File: src/rtl/geofence_result_collector.sv
// Collects geofence classifier results: sequence tagging, FWFT buffering to a
// ready/valid host port, stall watchdog, and optional statistics (GEOFENCE_STATS_EN).
module geofence_result_collector #(
  parameter int DEPTH   = 8,
  parameter int SEQ_W   = 8,
  parameter int CNT_W   = 16,
  parameter int TIMEOUT = 63
) (
  input  logic                     clk,
  input  logic                     reset,
  input  logic                     clear,
  input  logic                     gf_valid,
  input  logic                     gf_inside,
  input  logic                     out_ready,
  output logic                     out_valid,
  output logic [SEQ_W-1:0]         out_seq,
  output logic                     out_inside,
  output logic [$clog2(DEPTH):0]   level,
  output logic [CNT_W-1:0]         inside_cnt,
  output logic [CNT_W-1:0]         outside_cnt,
  output logic [CNT_W-1:0]         drop_cnt,
  output logic                     overflow,
  output logic                     stall
);

  localparam int AW = $clog2(DEPTH);
  localparam int LW = AW + 1;
  localparam int WW = $clog2(TIMEOUT + 1);

  logic [SEQ_W:0]   mem [DEPTH];
  logic [AW-1:0]    rd_ptr;
  logic [AW-1:0]    wr_ptr;
  logic [LW-1:0]    level_q;
  logic [SEQ_W-1:0] seq_next;
  logic [WW-1:0]    wd;

  logic full;
  logic pop;
  logic push_ok;
  logic drop;

  assign full    = (level_q == LW'(DEPTH));
  assign pop     = (level_q != '0) && out_ready;
  // A full FIFO still accepts a push when the head leaves in the same cycle.
  assign push_ok = gf_valid && (!full || pop);
  assign drop    = gf_valid && full && !pop;

  assign level      = level_q;
  assign out_valid  = (level_q != '0);
  assign out_seq    = out_valid ? mem[rd_ptr][SEQ_W:1] : '0;
  assign out_inside = out_valid ? mem[rd_ptr][0] : 1'b0;

  // Storage carries no reset; occupancy alone decides what is visible.
  always_ff @(posedge clk) begin
    if (!clear && push_ok) mem[wr_ptr] <= {seq_next, gf_inside};
  end

  always_ff @(posedge clk or posedge reset) begin
    if (reset) begin
      rd_ptr   <= '0;
      wr_ptr   <= '0;
      level_q  <= '0;
      seq_next <= '0;
      overflow <= 1'b0;
    end else if (clear) begin
      rd_ptr   <= '0;
      wr_ptr   <= '0;
      level_q  <= '0;
      seq_next <= '0;
      overflow <= 1'b0;
    end else begin
      if (pop)      rd_ptr <= rd_ptr + AW'(1);
      if (push_ok)  wr_ptr <= wr_ptr + AW'(1);
      if (push_ok && !pop)      level_q <= level_q + LW'(1);
      else if (pop && !push_ok) level_q <= level_q - LW'(1);
      if (gf_valid) seq_next <= seq_next + SEQ_W'(1);
      if (drop)     overflow <= 1'b1;
    end
  end

  // Watchdog holds at TIMEOUT; stall is set on the edge the count reaches it.
  always_ff @(posedge clk or posedge reset) begin
    if (reset) begin
      wd    <= '0;
      stall <= 1'b0;
    end else if (clear) begin
      wd    <= '0;
      stall <= 1'b0;
    end else if (gf_valid) begin
      wd <= '0;
    end else begin
      if (wd != WW'(TIMEOUT))     wd <= wd + WW'(1);
      if (wd >= WW'(TIMEOUT - 1)) stall <= 1'b1;
    end
  end

`ifdef GEOFENCE_STATS_EN
  logic [CNT_W-1:0] inside_q;
  logic [CNT_W-1:0] outside_q;
  logic [CNT_W-1:0] drop_q;

  always_ff @(posedge clk or posedge reset) begin
    if (reset) begin
      inside_q  <= '0;
      outside_q <= '0;
      drop_q    <= '0;
    end else if (clear) begin
      inside_q  <= '0;
      outside_q <= '0;
      drop_q    <= '0;
    end else if (gf_valid) begin
      if (gf_inside && inside_q != '1)   inside_q  <= inside_q + CNT_W'(1);
      if (!gf_inside && outside_q != '1) outside_q <= outside_q + CNT_W'(1);
      if (drop && drop_q != '1)          drop_q    <= drop_q + CNT_W'(1);
    end
  end

  assign inside_cnt  = inside_q;
  assign outside_cnt = outside_q;
  assign drop_cnt    = drop_q;
`else
  assign inside_cnt  = '0;
  assign outside_cnt = '0;
  assign drop_cnt    = '0;
`endif

endmodule

File: config.mk
export PLATFORM = sky130hd
export DESIGN_NAME = geofence_result_collector
export DESIGN_NICKNAME = d
export VERILOG_FILES = /design/src/rtl/geofence_result_collector.sv
export SDC_FILE = /design/constraint.sdc
export NUM_CORES = 1
export LEC_CHECK = 0
export BUFFER_PORTS_ARGS = -buffer_cell sky130_fd_sc_hd__buf_4
export CAP_MARGIN = 40
export CORE_UTILIZATION = 51
export DETAILED_ROUTE_END_ITERATION = 8
export PLACE_DENSITY = 0.8
export SKIP_CTS_REPAIR_TIMING = 1
export SYNTH_ARGS = -nofsm -noshare
export SYNTH_HDL_FRONTEND = slang
export SYNTH_SLANG_ARGS = --single-unit
File: constraint.sdc
create_clock -name clk -period 2.73 [get_ports clk]
set_input_delay 0 -clock clk [delete_from_list [all_inputs] [get_ports clk]]
set_output_delay 0 -clock clk [all_outputs]
set_load 0.05 [all_outputs]
==> flow_metrics.tcl, run 1 <==
set metrics [dict create \
    clkTransAtPathRegs_ps 100 \
    area_growth_pct 8.952 \
    vias_per_cell 5.220 \
    final_common_cell "edfxtp_1" \
    rsz0062_at_grt "no" \
    grt_max_degree 31 \
    drtIter0Drc 140 \
    p_int_mw 2.643 \
    worst_clock_skew_ps 12.07 \
    clk_latency_ps 360 \
    start_util_pct 52.57 \
    synth_area_um2 4584 \
    die_h_um 96.81 \
    outcome "completed" \
    tightestPinTransition_ps 675.4 \
    yosysUniqueCellTypes 44 \
    cp_slowest_cell "or4_1" \
    synth_edf_count 72 \
    cp_top_family "simple AND/OR/NAND/NOR gates" \
    num_io_pins 70 \
    period_minus_slack_ps 2495 \
    crit_buf_inv 0 \
    antenna_cells 0 \
    crit_arrival_ps 2740 \
    fmax_ghz 0.4009 \
    peakVddDrop_mv 0.8323 \
    core.rowCount 34 \
    antenna_found_initial 0 \
    grt_pass1_wl_um 11960 \
    maxSlewHeadroom_pct 54.97 \
    swShare_pct 40.28 \
    hold_ws_ps 4.079 \
    final.setup.tns_ps 0 \
    start_kind "flop" \
    yosysSeqAreaShare_pct 61.35 \
    power_density_nw_per_um2 886.0 \
    htree_levels 3 \
    nNetsFinal 373 \
    p_sw_mw 1.783 \
    grt_overflow 0 \
    synth-main-ff-cell "edfxtp_1" \
    firstDrtPassIters 4 \
    drive_above_1_share_pct 22.80 \
    synth-seq-cells 98 \
    share_seq_of_total_power_pct 39.9 \
    ys_top_cells_by_area "edfxtp_1 (47%), dfrtp_1 (14%), mux4_2 (8.8%)" \
    grt_pass1_vias 2314 \
    finalHoldViolCount 0 \
    io_buffers 21 \
    vias 2464 \
    cpPeakStageDelay_ps 490 \
    syn_inst 323 \
    ant_nets 0 \
    max_cap_violations 0 \
    critPathMaxFanout 7 \
    globalplace.congestion 0.8193 \
    setup_viol 0 \
    worstPathCellList "or3_1 > nor2_4 > o21ai_0 > ha_1 > a211oi_2 > or4_1 > a31oi_1 > a21oi_1" \
    dp_hpwl_um 5197 \
    dieArea_um2 9372 \
    fin_crit_sh_pct 91.38 \
    remaining_drc_errors 0 \
    track_usage_pct 16.99 \
    maxSlewViolCount 0 \
    wl_per_cell_um 16.20 \
    synth_top_area_cell "edfxtp_1" \
    final_cell_mix "edfxtp_1 (72), conb_1 (48), nor2_1 (37), buf_4 (35), dfrtp_1 (23)" \
    synthArstFlopShare_pct 26.53 \
    share_comb_of_total_power_pct 39.7 \
    endpoint_kind "flop" \
    yosys_warnings 0 \
    die_w_um 96.81 \
    cts_num_sinks 98 \
    netlist.area_leader.share_pct 47.16 \
    power_frac_clock_pct 20.4 \
    hold_class "primary input to flop" \
    numCtsBuffers 9 \
    fill_cells 686 \
    cts_tree "yes" \
    root_buffer "clkbuf_8" \
    cts_buffer_depth 2 \
    critPathKind "flop to flop" \
    p_leak_nw 1.892 \
    synth_area_per_cell_um2 14.19 \
    cp.required_ps 2970 \
    drt-total-wl_um 7646 \
    core_region_area_um2 8721 \
]
## final timing paths
kind,start,end,slack (ps),cells past startpoint
worst min register to register,stall,stall,520,2
max in group asynchronous,reset,rd_ptr[1],2130,4
worst max-delay path,level[0],level[3],240,8
min in group asynchronous,reset,overflow,190,3
worst max register to register,level[0],level[3],240,8
worst min-delay path,gf_valid,wd[0],4,2
## power by group through the flow
stage	Sequential [mW]	Combinational, mW	Clock (mW)
finish	1.77	1.76	0.901
CTS	1.77	1.77	0.929
detailed placement	1.80	1.76	0
global route	1.78	1.87	0.982
global placement	1.79	1.73	0
floorplan	1.85	1.34	0
## sequential cells by signal, summed over array words and instances (netlist names)
name,cells
level,4
mem,72
overflow,1
rd_ptr,3
seq_next,8
stall,1
wd,6
wr_ptr,3
## cells by family (layout without fill, tap and decap cells)
logic type	count (synthesis)	count (layout)	synth area share (%)
AND/OR/NAND/NOR	76	76	7.997
XOR/XNOR	12	12	2.293
AO/OA/AOI/OAI	28	28	4.176
flip-flops	98	98	61.35
other	1	48	0.08180
buffers and inverters	70	64	10.29
adder cells (fa/ha/maj)	8	8	2.347
multiplexers	30	30	11.46
## cell usage after synthesis, drive strengths merged, types with 4 or more instances
cell type and instances:
mux4 18, a21oi 6, o21ai 8, buf 57, edfxtp 72, xor2 7, nand3 5, mux2i 12
nor2 38, nor3 5, nand2 8, xnor2 5, nand4 4, ha 7, clkbuf 4, dfrtp 26
inv 9
## through the flow
stage | utilization (%) | setup slack, ps | power, mW | instances | cell area [um2]
2_1_floorplan | - | 3.224 | 3.189 | 370 | 4765
3_3_place_gp | 54.06 | 330.5 | 3.518 | 449 | 4715
3_5_place_dp | 54.63 | 242.5 | 3.562 | 453 | 4765
4_1_cts | 56.93 | 237.2 | 4.468 | 469 | 4965
5_1_grt | 57.27 | 78.76 | 4.631 | 472 | 4995
6_report | 57.27 | 235.4 | 4.425 | 472 | 4995
## per-layer routing
| metal | up-vias | track usage (%) | wire, um |
|---|---|---|---|
| li1 | 1165 | - | - |
| met1 | 1216 | 22.03 | 3232 |
| met2 | 75 | 28.39 | 3918 |
| met3 | 8 | 3.902 | 394 |
| met4 | 0 | 5.626 | 101 |
| met5 | - | 0 | 0 |
## area by class of cell
cell class	count	area (um2)	share of cell area [%]
clock buffers	9	123.9	2.480
inverters	9	33.78	0.6764
well taps	108	135.1	2.705
multi-input cells	202	1489	29.81
clock inverters	7	76.32	1.528
repair buffers	39	320.3	6.413
flip-flops and latches	98	2816	56.39
No activity file was read; power rests on OpenSTA's default activity.
==> run 2: changes to the inputs <==
--- a/config.mk
+++ b/config.mk
@@ -5,11 +5,13 @@
 export SDC_FILE = /design/constraint.sdc
 export NUM_CORES = 1
 export LEC_CHECK = 0
+export ABC_AREA = 1
 export BUFFER_PORTS_ARGS = -buffer_cell sky130_fd_sc_hd__buf_4
 export CAP_MARGIN = 40
 export CORE_UTILIZATION = 51
 export DETAILED_ROUTE_END_ITERATION = 8
-export PLACE_DENSITY = 0.8
+export PLACE_DENSITY = 0.75
+export SETUP_SLACK_MARGIN = 0.3
 export SKIP_CTS_REPAIR_TIMING = 1
 export SYNTH_ARGS = -nofsm -noshare
 export SYNTH_HDL_FRONTEND = slang
==> run 2 against run 1 <==
The run now ends with DRC left; critical path depth increased by 5; final cell count increased by 29%; clock power increased by 2%; clock skew decreased by 2.2 ps; sequential cell count unchanged; hold slack improved by 180 ps; area after synthesis increased by 2.1%; non-clock buffer count decreased by 1; via count increased by 26%; wire length increased by 13%; sequential share of layout area decreased by 0.72 points; critical endpoint unchanged; largest power group unchanged; highest routed layer unchanged.
==> flow_metrics.tcl, run 2 <==
set metrics [dict create \
    synthSimpleGateAreaFrac_pct 14.84 \
    crit_top_cell "nand2_1" \
    yosys-top-cells-count "nor2_1 (99), edfxtp_1 (72), o21ai_0 (61)" \
    ant_nets 0 \
    dieArea_um2 9565 \
    reg_top3 "mem x72, seq_next x8, wd x6" \
    maxSlewViolCount 0 \
    fin_crit_sh_pct 78.75 \
    globalplace.congestion 0.8540 \
    final_cell_mix "nor2_1 (99), edfxtp_1 (72), o21ai_0 (61), conb_1 (48), nand2_1 (41)" \
    nNetsFinal 509 \
    drtIter0Drc 182 \
    area_growth_pct 7.939 \
    period_minus_slack_ps 2150 \
    regMostFlops "mem" \
    outcome "finished, violations left" \
    start_kind "flop" \
    worst_clock_skew_ps 9.834 \
    synth-adder-area-share_pct 2.299 \
    cp_slowest_cell "dfrtp_1" \
    syn_inst 462 \
    netlist.area_leader.share_pct 46.19 \
    synth_area_per_cell_um2 10.13 \
    wl_per_cell_um 14.17 \
    yosys_warnings 0 \
    synth-xor-area-share_pct 0.7485 \
    cts_num_sinks 98 \
    setup_viol 0 \
    antenna_found_initial 0 \
    grt_pass1_wl_um 13930 \
    remaining_drc_errors 16 \
    grt_pass1_vias 2872 \
    root_buffer "clkbuf_8" \
    drt-total-wl_um 8616 \
    vias_per_cell 5.125 \
    synth-main-ff-cell "edfxtp_1" \
    cp.required_ps 2980 \
    max_cap_violations 0 \
    clkTransAtPathRegs_ps 90 \
    final_common_cell "nor2_1" \
    rsz0062_at_grt "no" \
    yosysUniqueCellTypes 30 \
    io_buffers 21 \
    p_leak_nw 2.077 \
    yosysSeqAreaShare_pct 60.09 \
    synth-seq-cells 98 \
    synth_compound_area_share_pct 9.917 \
    ys_top_cells_by_area "edfxtp_1 (46%), dfrtp_1 (14%), nor2_1 (7.9%)" \
    critPathMaxFanout 12 \
    tightestPinTransition_ps 591.6 \
    synth_top_area_cell "edfxtp_1" \
    largest_reg_flops 72 \
    die_h_um 97.80 \
    fill_cells 765 \
    synth_mux_area_share_pct 0 \
    crit_arrival_ps 2400 \
    cpPeakStageDelay_ps 440 \
    start_util_pct 53.15 \
    die_w_um 97.80 \
    violations "DRC" \
    critPathKind "flop to flop" \
    hold_ws_ps 184.8 \
    track_usage_pct 19.09 \
    synth_edf_count 72 \
    htree_levels 3 \
    cts_tree "yes" \
    finalPower_mw 4.289 \
    maxSlewHeadroom_pct 60.50 \
    cts_buffer_depth 2 \
    final.setup.tns_ps 0 \
    peakVddDrop_mv 0.6898 \
    fmax_ghz 0.4652 \
    finalHoldViolCount 0 \
    hold_class "primary input to async pin" \
    dp_hpwl_um 5806 \
    synth_top_family_by_area "simple AND/OR/NAND/NOR gates" \
    core_region_area_um2 8806 \
    drive_above_1_share_pct 11.80 \
    antenna_cells 0 \
    num_io_pins 70 \
    grt_overflow 0 \
    crit_buf_inv 0 \
    synthArstFlopShare_pct 26.53 \
    cp_top_family "simple AND/OR/NAND/NOR gates" \
    numCtsBuffers 9 \
    grt_max_degree 39 \
    core.rowCount 34 \
    power_density_nw_per_um2 848.8 \
    endpoint_kind "flop" \
    vias 3116 \
    firstDrtPassIters 7 \
    yosysMostFrequentCell "nor2_1" \
    worstPathCellList "nor2_2 > nand2_2 > nand2_4 > nand3_2 > ha_1 > nand3_1 > nand3_1 > nand2_1 > nand2_1 > nand2_1 > nand2_1 > nand2_1 > nand2_1" \
    synth_area_um2 4681 \
    clk_latency_ps 360 \
]
==> run 2: cell count changes in the layout (fill, tap and decap cells not counted), moves of 5 or more <==
cell	before	now
inv_1	8	23
xor2_1	7	2
mux4_2	18	0
nand2_1	8	41
mux2i_1	12	0
o21ai_1	0	18
o21ai_0	7	61
nand3_1	5	18
nor2_1	37	99
==> run 2: per-layer routing <==
layer  vias to the layer above  share of wire (%)  track usage, %
met5                         -                  0               0
met4                         0                1.1           6.993
met3                         8                6.5           4.868
met2                        86                 51           32.62
met1                      1486                 41           23.56
li1                       1536                  -               -
==> run 2: logic make-up after synthesis <==
logic type               after synthesis
XOR/XNOR                               4
AND/OR/NAND/NOR                      170
buffers and inverters                 90
other                                  1
AO/OA/AOI/OAI                         91
flip-flops                            98
adder cells (fa/ha/maj)                8
==> run 2: final cells by class <==
type	instances	area, um2	share of cell area, %
clock inverter	7	77.57	1.535
clock buffer	9	123.9	2.452
sequential	98	2813	55.67
timing repair buffer	38	320.3	6.340
inverter	27	101.3	2.006
tap	108	135.1	2.675
multi-input combinational	321	1481	29.32
==> run 2: path summary, 6_finish.rpt <==
path / end / cells after the start / from / slack, ps
worst max-delay path: level[3] / 13 / level[1] / 580
worst min-delay path: wd[1] / 3 / reset / 180
worst max register to register: level[3] / 13 / level[1] / 580
worst min register to register: stall / 2 / stall / 510
max in group asynchronous: level[3] / 4 / reset / 2110
min in group clk: rd_ptr[1] / 3 / clear / 400
==> run 2: worst register-to-register path, stage by stage, from the launching register on <==
cell	delay, ps
dfrtp_1	440
nor2_2	170
nand2_2	200
nand2_4	150
nand3_2	140
ha_1	350
nand3_1	130
nand3_1	90
nand2_1	90
nand2_1	60
nand2_1	70
nand2_1	50
nand2_1	60
nand2_1	50
==> run 2: power by group <==
| part | switching [mW] | internal, mW | total, mW |
|---|---|---|---|
| combinational | 1.22 | 0.437 | 1.65 |
| clock | 0.492 | 0.429 | 0.920 |
| sequential | 0.0589 | 1.65 | 1.71 |
==> run 2: per-stage QoR <==
| stage | util (%) | instance area, um2 | worst slack, ps | instances |
|---|---|---|---|---|
| final | 57.37 | 5052 | 580.2 | 608 |
| after global placement | 54.09 | 4763 | 790.7 | 585 |
| after CTS | 56.69 | 4992 | 609.0 | 602 |
| after global routing | 57.37 | 5052 | 424.3 | 608 |
| after detailed placement | 54.40 | 4791 | 631.9 | 586 |
| after floorplan | - | 4857 | 688.8 | 509 |
==> run 3: changes to the inputs <==
--- a/config.mk
+++ b/config.mk
@@ -8,9 +8,9 @@
 export ABC_AREA = 1
 export BUFFER_PORTS_ARGS = -buffer_cell sky130_fd_sc_hd__buf_4
 export CAP_MARGIN = 40
-export CORE_UTILIZATION = 51
+export CORE_UTILIZATION = 57
 export DETAILED_ROUTE_END_ITERATION = 8
-export PLACE_DENSITY = 0.75
+export PLACE_DENSITY = 0.8
 export SETUP_SLACK_MARGIN = 0.3
 export SKIP_CTS_REPAIR_TIMING = 1
 export SYNTH_ARGS = -nofsm -noshare
==> constraint.sdc (replaced) <==
create_clock -name clk -period 2.2 [get_ports clk]
set_input_delay 0 -clock clk [delete_from_list [all_inputs] [get_ports clk]]
set_output_delay 0 -clock clk [all_outputs]
set_load 0.05 [all_outputs]
==> run 3 against run 2 <==
The flow finishes with violations (hold timing); clock power increased by 8.5%; clock skew decreased by 5.9 ps; hold slack got worse by 200 ps.
==> flow_metrics.tcl, run 3 (same netlist as run 2, synthesis figures left out) <==
set metrics [dict create \
    outcome "finished, violations left" \
    violations "hold timing" \
    p_leak_nw 2.059 \
    hold_ws_ps -17.52 \
    remaining_drc_errors 0 \
    rsz0062_at_grt "yes" \
    finalHoldViolCount 2 \
    p_int_mw 3.109 \
    cts_num_sinks 98 \
    grt_max_degree 38 \
    firstDrtPassIters 4 \
    die_w_um 92.62 \
    power_density_nw_per_um2 1062 \
    numCtsBuffers 9 \
    vias 3199 \
    regMostFlops "mem" \
    crit_arrival_ps 1920 \
    htree_levels 3 \
    area_growth_pct 8.340 \
    tightestPinTransition_ps 855.5 \
    core.rowCount 32 \
    share_seq_of_total_power_pct 39.9 \
    start_kind "flop" \
    clkTransAtPathRegs_ps 90 \
    final_cell_mix "nor2_1 (86), edfxtp_1 (72), o21ai_0 (55), conb_1 (48), nand2_1 (41)" \
    finalPower_mw 5.386 \
    vias_per_cell 5.305 \
    largest_reg_flops 72 \
    grt_pass1_wl_um 14830 \
    antenna_found_initial 0 \
    track_usage_pct 23.00 \
    wl_per_cell_um 15.07 \
    critPathKind "flop to flop" \
    max_cap_violations 0 \
    holdPathStages 3 \
    final.setup.tns_ps 0 \
    setup_viol 0 \
    start_util_pct 59.65 \
    root_buffer "clkbuf_8" \
    critPathMaxFanout 9 \
    fmax_ghz 0.5207 \
    r2r-start "level[2]" \
    die_h_um 92.62 \
    drive_above_1_share_pct 15.17 \
    worst-r2r-cell-count 6 \
    multi_input_area_um2 1531 \
    clk_latency_ps 360 \
    drt-total-wl_um 9088 \
    share_comb_of_total_power_pct 41.6 \
    min_to "overflow" \
    dieArea_um2 8578 \
    rrSetupSlack_ps 280 \
    swShare_pct 42.27 \
    r2r-end "mem[2][2]" \
    min-delay-start "gf_valid" \
    dp_hpwl_um 6001 \
    reg_top3 "mem x72, seq_next x8, wd x6" \
    period_minus_slack_ps 1921 \
    ant_nets 0 \
    num_io_pins 70 \
    cts_tree "yes" \
    worst_clock_skew_ps 3.932 \
    nNetsFinal 511 \
    core_region_area_um2 7848 \
    maxSlewViolCount 0 \
    antenna_cells 0 \
    grt_overflow 0 \
    fin_crit_sh_pct 87.30 \
    globalplace.congestion 0.7901 \
    regArea_um2 2818 \
    maxSlewHeadroom_pct 42.76 \
    grt_pass1_vias 2991 \
    peakVddDrop_mv 0.8826 \
    endpoint_kind "flop" \
    cp.required_ps 2190 \
    hold_class "primary input to flop" \
    drtIter0Drc 227 \
    p_sw_mw 2.276 \
    final_common_cell "nor2_1" \
    fill_cells 620 \
    io_buffers 21 \
    cts_buffer_depth 2 \
    power_frac_clock_pct 18.5 \
]
run 3: how the worst max path moves through the flow:
| stage | from | end | slack, ps | cells past startpoint |
|---|---|---|---|---|
| after floorplan | level[0] | level[3] | 310 | 13 |
| after global placement | level[3] | mem[3][8] | 300 | 5 |
| after detailed placement | level[2] | mem[6][2] | 240 | 6 |
| after CTS | rd_ptr[0] | out_seq[0] | 230 | 7 |
| after global routing | level[3] | level[3] | 100 | 13 |
| final | level[2] | mem[2][2] | 280 | 6 |
run 3: area by class of cell:
class,instances,area share [%]
flip-flops and latches,98,55.56
multi-input cells,321,30.20
repair buffers,40,6.489
well taps,102,2.517
clock buffers,9,2.443
inverters,27,2.097
clock inverters,6,0.6908
run 3: routing by layer:
metal  vias to the layer above  part of all wire (%)  track usage (%)  wire length, um
met4                         0                   1.9            9.615              172
met2                       126                    49            37.84             4471
met5                         -                     0                0                0
li1                       1526                     -                -                -
met3                        14                   5.2            2.956              472
met1                      1533                    44            31.08             3971
run 3: power groups by stage:
stage | clock network (mW) | logic [mW] | registers [mW]
2_1_floorplan | 0 | 1.62 | 2.26
3_3_place_gp | 0 | 2.10 | 2.16
3_5_place_dp | 0 | 2.15 | 2.17
4_1_cts | 1.00 | 2.15 | 2.13
5_1_grt | 1.07 | 2.45 | 2.16
6_report | 0.998 | 2.24 | 2.15
run 3: through the flow:
step | area [um2] | setup slack, ps | utilization, % | cells
floorplan | 4885 | 309.2 | - | 509
global placement | 4761 | 296.5 | 60.67 | 576
detailed placement | 4798 | 244.6 | 61.14 | 581
CTS | 4957 | 227.8 | 63.17 | 596
global route | 5071 | 99.90 | 64.62 | 603
finish | 5071 | 279.5 | 64.62 | 603
run 3: critical path, stage by stage, from the launching register on:
cell and delay [ps]:
dfrtp_2 410, nor2_1 70, nand3_1 100, nand2_1 60, inv_1 90, nand2_1 130, nor2_1 680
